[src/rtl/mem_access_unit_if.sv]
// rtl/mem_access_unit_if.sv - core request/response and word-memory port bundle for mem_access_unit
interface mem_access_unit_if #(
   parameter int ROWS    = 64,
   parameter int IO_SIZE = 32
);
   localparam int WA = $clog2(ROWS);
   localparam int AW = WA + 2;

   logic               req_valid;
   logic               req_ready;
   logic               req_we;
   logic [1:0]         req_size;
   logic               req_unsigned;
   logic [AW-1:0]      req_addr;
   logic [IO_SIZE-1:0] req_wdata;

   logic               rsp_valid;
   logic               rsp_ready;
   logic [IO_SIZE-1:0] rsp_rdata;
   logic               rsp_err;

   logic               mem_we;
   logic [WA-1:0]      mem_waddr;
   logic [IO_SIZE-1:0] mem_wdata;
   logic [WA-1:0]      mem_raddr;
   logic [IO_SIZE-1:0] mem_rdata;

   modport slave (
      input  req_valid, req_we, req_size, req_unsigned, req_addr, req_wdata,
      input  rsp_ready, mem_rdata,
      output req_ready, rsp_valid, rsp_rdata, rsp_err,
      output mem_we, mem_waddr, mem_wdata, mem_raddr
   );

   modport master (
      output req_valid, req_we, req_size, req_unsigned, req_addr, req_wdata,
      output rsp_ready, mem_rdata,
      input  req_ready, rsp_valid, rsp_rdata, rsp_err,
      input  mem_we, mem_waddr, mem_wdata, mem_raddr
   );
endinterface

[src/rtl/mem_access_unit.sv]
// rtl/mem_access_unit.sv - byte/half/word load-store unit over a word-addressed memory
// Optional misaligned-access trap: define MEM_ACCESS_MISALIGN_TRAP_EN.
module mem_access_unit #(
   parameter int ROWS    = 64,
   parameter int IO_SIZE = 32
) (
   input  logic              clk,
   input  logic              rst_n,
   mem_access_unit_if.slave  bus
);
   localparam int WA = $clog2(ROWS);
   localparam int AW = WA + 2;

   typedef enum logic [2:0] {IDLE, RD, MERGE, WR, RESP} state_t;

   state_t             state, state_nx;
   logic               r_we;
   logic [1:0]         r_size;
   logic               r_uns;
   logic [AW-1:0]      r_addr;
   logic [IO_SIZE-1:0] r_wdata;
   logic [WA-1:0]      r_raddr;
   logic               r_err;

   logic               accept;
   logic               misalign;
   logic [1:0]         lane;
   logic [4:0]         shamt;
   logic [7:0]         byte_sel;
   logic [15:0]        half_sel;
   logic [IO_SIZE-1:0] lane_mask;
   logic [IO_SIZE-1:0] rd_ext;
   logic [IO_SIZE-1:0] merged;

   assign accept = bus.req_valid && (state == IDLE);

`ifdef MEM_ACCESS_MISALIGN_TRAP_EN
   assign misalign = ((bus.req_size == 2'b01) && bus.req_addr[0]) ||
                     (bus.req_size[1] && (bus.req_addr[1:0] != 2'b00));

   always_ff @(posedge clk or negedge rst_n) begin
      if (!rst_n)      r_err <= 1'b0;
      else if (accept) r_err <= misalign;
   end
`else
   assign misalign = 1'b0;
   assign r_err    = 1'b0;
`endif

   always_ff @(posedge clk or negedge rst_n) begin
      if (!rst_n) begin
         state   <= IDLE;
         r_we    <= 1'b0;
         r_size  <= 2'b00;
         r_uns   <= 1'b0;
         r_addr  <= '0;
         r_wdata <= '0;
         r_raddr <= '0;
      end else begin
         state <= state_nx;
         if (accept) begin
            r_we    <= bus.req_we;
            r_size  <= bus.req_size;
            r_uns   <= bus.req_unsigned;
            r_addr  <= bus.req_addr;
            r_wdata <= bus.req_wdata;
         end
         // Read address only moves when a read is launched, so it idles at its last value.
         if (accept && (state_nx == RD))
            r_raddr <= bus.req_addr[AW-1:2];
      end
   end

   always_comb begin
      state_nx = state;
      case (state)
         IDLE: begin
            if (bus.req_valid) begin
               if (misalign)                        state_nx = RESP;
               else if (bus.req_we && bus.req_size[1]) state_nx = WR;
               else                                 state_nx = RD;
            end
         end
         RD:      state_nx = r_we ? MERGE : RESP;
         MERGE:   state_nx = RESP;
         WR:      state_nx = RESP;
         RESP:    if (bus.rsp_ready) state_nx = IDLE;
         default: state_nx = IDLE;
      endcase
   end

   // Half accesses drop addr[0] and word accesses drop addr[1:0].
   always_comb begin
      lane = 2'b00;
      if (!r_size[1]) lane = r_size[0] ? {r_addr[1], 1'b0} : r_addr[1:0];
   end

   always_comb begin
      shamt     = {lane, 3'b000};
      byte_sel  = 8'(bus.mem_rdata >> shamt);
      half_sel  = 16'(bus.mem_rdata >> shamt);
      lane_mask = (r_size[0] ? 32'h0000_FFFF : 32'h0000_00FF) << shamt;
      merged    = (bus.mem_rdata & ~lane_mask) | ((r_wdata << shamt) & lane_mask);
      case (r_size)
         2'b00:   rd_ext = {{24{~r_uns & byte_sel[7]}}, byte_sel};
         2'b01:   rd_ext = {{16{~r_uns & half_sel[15]}}, half_sel};
         default: rd_ext = bus.mem_rdata;
      endcase
   end

   // Read data comes straight off the memory port; the held read address keeps it stable in RESP.
   assign bus.req_ready = (state == IDLE);
   assign bus.mem_we    = (state == WR) || (state == MERGE);
   assign bus.mem_waddr = r_addr[AW-1:2];
   assign bus.mem_wdata = (state == MERGE) ? merged : r_wdata;
   assign bus.mem_raddr = r_raddr;
   assign bus.rsp_valid = (state == RESP);
   assign bus.rsp_err   = (state == RESP) && r_err;
   assign bus.rsp_rdata = ((state == RESP) && !r_we && !r_err) ? rd_ext : '0;
endmodule

[src/flat_wrapper.sv]
// flat-port wrapper written by rule: the top's interface ports become plain ports
module mem_access_unit_flat 
#(
   parameter int ROWS    = 64,
   parameter int IO_SIZE = 32
)
  (clk, rst_n, bus_req_valid, bus_req_we, bus_req_size, bus_req_unsigned, bus_req_addr, bus_req_wdata, bus_rsp_ready, bus_mem_rdata, bus_req_ready, bus_rsp_valid, bus_rsp_rdata, bus_rsp_err, bus_mem_we, bus_mem_waddr, bus_mem_wdata, bus_mem_raddr);
  mem_access_unit_if #(.ROWS(ROWS), .IO_SIZE(IO_SIZE)) bus_i ();
  input  logic clk;
  input  logic rst_n;
  input wire logic [$bits(bus_i.req_valid)-1:0] bus_req_valid;
  input wire logic [$bits(bus_i.req_we)-1:0] bus_req_we;
  input wire logic [$bits(bus_i.req_size)-1:0] bus_req_size;
  input wire logic [$bits(bus_i.req_unsigned)-1:0] bus_req_unsigned;
  input wire logic [$bits(bus_i.req_addr)-1:0] bus_req_addr;
  input wire logic [$bits(bus_i.req_wdata)-1:0] bus_req_wdata;
  input wire logic [$bits(bus_i.rsp_ready)-1:0] bus_rsp_ready;
  input wire logic [$bits(bus_i.mem_rdata)-1:0] bus_mem_rdata;
  output wire logic [$bits(bus_i.req_ready)-1:0] bus_req_ready;
  output wire logic [$bits(bus_i.rsp_valid)-1:0] bus_rsp_valid;
  output wire logic [$bits(bus_i.rsp_rdata)-1:0] bus_rsp_rdata;
  output wire logic [$bits(bus_i.rsp_err)-1:0] bus_rsp_err;
  output wire logic [$bits(bus_i.mem_we)-1:0] bus_mem_we;
  output wire logic [$bits(bus_i.mem_waddr)-1:0] bus_mem_waddr;
  output wire logic [$bits(bus_i.mem_wdata)-1:0] bus_mem_wdata;
  output wire logic [$bits(bus_i.mem_raddr)-1:0] bus_mem_raddr;
  assign bus_i.req_valid = bus_req_valid;
  assign bus_i.req_we = bus_req_we;
  assign bus_i.req_size = bus_req_size;
  assign bus_i.req_unsigned = bus_req_unsigned;
  assign bus_i.req_addr = bus_req_addr;
  assign bus_i.req_wdata = bus_req_wdata;
  assign bus_i.rsp_ready = bus_rsp_ready;
  assign bus_i.mem_rdata = bus_mem_rdata;
  assign bus_req_ready = bus_i.req_ready;
  assign bus_rsp_valid = bus_i.rsp_valid;
  assign bus_rsp_rdata = bus_i.rsp_rdata;
  assign bus_rsp_err = bus_i.rsp_err;
  assign bus_mem_we = bus_i.mem_we;
  assign bus_mem_waddr = bus_i.mem_waddr;
  assign bus_mem_wdata = bus_i.mem_wdata;
  assign bus_mem_raddr = bus_i.mem_raddr;
  mem_access_unit #(.ROWS(ROWS), .IO_SIZE(IO_SIZE)) u_core (.clk(clk), .rst_n(rst_n), .bus(bus_i));
endmodule
[config.mk]
export PLATFORM = sky130hd
export DESIGN_NAME = mem_access_unit_flat
export DESIGN_NICKNAME = d
export VERILOG_FILES = /design/src/rtl/mem_access_unit_if.sv /design/src/rtl/mem_access_unit.sv /design/src/flat_wrapper.sv
export SDC_FILE = /design/constraint.sdc
export NUM_CORES = 1
export LEC_CHECK = 0
export BUFFER_PORTS_ARGS = -buffer_cell sky130_fd_sc_hd__buf_4
export CORE_ASPECT_RATIO = 1.4
export CORE_MARGIN = 1.5
export CORE_UTILIZATION = 49
export DETAILED_ROUTE_END_ITERATION = 10
export PLACE_DENSITY = 0.83
export SLEW_MARGIN = 0
export SYNTH_ARGS = -nofsm -noshare
export SYNTH_HDL_FRONTEND = slang
export SYNTH_SLANG_ARGS = --single-unit
[constraint.sdc]
create_clock -name clk -period 3.48 [get_ports clk]
set_input_delay 0.696 -clock clk [delete_from_list [all_inputs] [get_ports clk]]
set_output_delay 0.696 -clock clk [all_outputs]
set_load 0.01 [all_outputs]
==> results.json <==
{
  "drt_wl_total_mm": 11.4,
  "cts_buffers": 5,
  "period_share_pct": 95.3,
  "final_max_slew_viol_count": 0,
  "numPortBuffers": 158,
  "htreeDepth": 2,
  "ctsResizeCount": 0,
  "synth_nets": 446,
  "ys_seq_area_share_pct": 37.3,
  "criticalPathCategory": "reg -> out",
  "ys.flop_type": "dfrtp_1",
  "use_met2_pct": 48.3,
  "root_buffer": "clkbuf_8",
  "hold_ws_ps": 430,
  "insertion_delay_ps": 300,
  "grt_max_degree": 54,
  "start_kind": "flip-flop",
  "synth-edff-count": 0,
  "vias": 3389,
  "ys_warn_count": 0,
  "synth-seq-cells": 53,
  "post-dp-hpwl_mm": 8.83,
  "drv_cap": 0,
  "start_util_pct": 50.9,
  "viasPerCell": 5.64,
  "gr-usage-met3_pct": 3.70,
  "layout.nets": 586,
  "synth_area_leaders": "dfrtp_1, mux2_2, mux2i_1, o21ai_0, nand2_1",
  "cp_data_arrival_time_ps": 2620,
  "p_total_uw": 4250,
  "overflow": 0,
  "die_y_um": 104,
  "drive_gt1_share_pct": 51.0,
  "num_rows": 36,
  "antenna_cells": 0,
  "hp-class": "in -> async",
  "clk_path_buf_depth": 2,
  "avgSynthCellArea_um2": 9.71,
  "dp_slack_ps": 563,
  "critPathMaxFanout": 18,
  "dr.pass1.iters": 4,
  "yosysTopAreaCell": "dfrtp_1",
  "worstRegToRegCells": 4,
  "synth_top_cell_area_share_pct": 37.3,
  "multi_input_area_um2": 2040,
  "fin_util_pct": 69.5,
  "postCtsHoldBufs": 0,
  "critPathRequiredTime_ps": 2780,
  "drc_errors": 0,
  "synthDistinctLibCells": 38,
  "grt_pass1_vias": 3321,
  "first_iter_violations": 264,
  "grt_use_total_pct": 29.6,
  "finalSetupViolations": 0,
  "cts_setup_buffers": 0,
  "num-fill-cells": 570,
  "rsz0062_at_grt": "false",
  "grt_util_met1_pct": 38.4,
  "maxSlewHeadroom_pct": 33.3,
  "ys_async_sr_fraction_pct": 100,
  "antenna_found_initial": 0,
  "outcome": "finished, final reports clean",
  "vdd_drop_max_uv": 679,
  "final.setup.tns_ps": 0,
  "final.setup.worst_slack_ps": 165,
  "syn_inst": 366,
  "leakagePower_uw": 0.00240,
  "die-area_um2": 7780,
  "tightest_slew_ps": 994,
  "fp.dieW_um": 75.0,
  "r2r_slack_ps": 1330,
  "routedWlPerCell_um": 19.0,
  "cts_sinks": 53,
  "ios": 160,
  "grt_first_pass_wirelength_mm": 17.4,
  "fin_crit_ps": 3310,
  "timing.fmax_ghz": 0.302,
  "power.density_nw_per_um2": 876,
  "finalHoldViolations": 0,
  "crit_path_end_kind": "primary output",
  "place_congestion": 0.909,
  "core_um2": 6980,
  "area_growth_pct": 36.6,
  "fin_skew_ps": 5.19,
  "grt.busiest_layer": "met2",
  "tritoncts": "built",
  "clk_pin_slew_worst_paths_ps": 100,
  "syn_area_um2": 3550,
  "seqCellArea_um2": 1330,
  "r2r-start": "u_core.state[2]",
  "reg2reg_to": "u_core.r_wdata[5]",
  "ant_nets": 0
}
-- final cells by class --
| class | instances | share of cell area, % |
|---|---|---|
| multi-input combinational | 276 | 42.1 |
| sequential | 53 | 27.3 |
| timing repair buffer | 165 | 25.5 |
| tap | 95 | 2.45 |
| clock buffer | 5 | 1.42 |
| clock inverter | 2 | 0.799 |
| inverter | 5 | 0.387 |
-- critical path: stages (launching register included) --
cell	delay (ps)
dfrtp_1	610
or4b_1	750
or2_4	320
a41oi_4	340
a21oi_1	130
buf_4	170
-- worst max-delay path by stage --
stage                     slack (ps)           endpoint             start  depth (start not counted)
after floorplan                 1030  bus_rsp_rdata[10]  u_core.r_size[1]                          6
after global placement           600  bus_rsp_rdata[10]  u_core.r_size[0]                          5
after detailed placement         560  bus_rsp_rdata[10]  u_core.r_size[0]                          5
after CTS                        190   bus_mem_wdata[9]  u_core.r_addr[1]                          5
after global routing              90   bus_rsp_rdata[9]  u_core.r_size[0]                          5
final                            170  bus_rsp_rdata[12]  u_core.r_size[0]                          5
-- where the power goes --
part | switching [uW] | internal (uW) | total [uW] | leakage (uW)
registers | 308 | 925 | 1230 | 0.000628
clock network | 199 | 213 | 413 | 0.0000546
logic | 1250 | 1360 | 2610 | 0.00172
-- Yosys cell counts, types with 2 or more instances --
master / instances
mux2_2: 77
nand2_1: 55
dfrtp_1: 53
o21ai_0: 42
mux2i_1: 25
nand3_1: 18
a21oi_1: 16
clkbuf_1: 12
buf_2: 9
buf_4: 9
o22ai_1: 6
nor2b_1: 5
nand2b_1: 4
nor3b_1: 4
inv_1: 3
nor2_1: 3
and2_1: 2
clkinv_1: 2
nor3_1: 2
-- kinds of logic (layout without fill, tap and decap cells) --
| group | after synthesis | after routing | share of synthesized area, % |
|---|---|---|---|
| compound gates | 72 | 72 | 11.6 |
| flops | 53 | 53 | 37.3 |
| buf+inv | 37 | 177 | 5.42 |
| mux | 102 | 102 | 31.4 |
| other cells | 1 | 1 | 0.105 |
| simple gates | 101 | 101 | 14.1 |
-- sequential cells by signal (all words and copies together) (netlist names) --
name / cells
u_core.r_uns: 1
u_core.r_wdata: 32
u_core.bus.mem_raddr: 6
u_core.state: 3
u_core.r_addr: 8
u_core.r_size: 2
u_core.r_we: 1
-- stage by stage --
stage                     std cells  area (um^2)
after floorplan                 366         3550
after global routing            601         4850
after global placement          594         4740
final                           601         4850
after detailed placement        594         4740
after CTS                       601         4850
-- metal layers --
| layer | share of wire, % | routed length (um) |
|---|---|---|
| met5 | 0 | 0 |
| met4 | 3.7 | 425 |
| met3 | 5.8 | 659 |
| met2 | 51 | 5850 |
| met1 | 39 | 4480 |
-- layout by cell type, fill, tap and decap left out, types with 2 or more instances in the layout --
cell      instances
a21oi_1          16
buf_4           165
clkbuf_8          5
clkinv_1          2
dfrtp_1          53
inv_1             3
mux2_2           77
mux2i_1          25
nand2_1          55
nand2b_1          4
nand3_1          18
nor2_1            3
nor2b_1           5
nor3_1            2
nor3b_1           4
o21ai_0          42
o22ai_1           6
(Power assumes the default switching activity.)
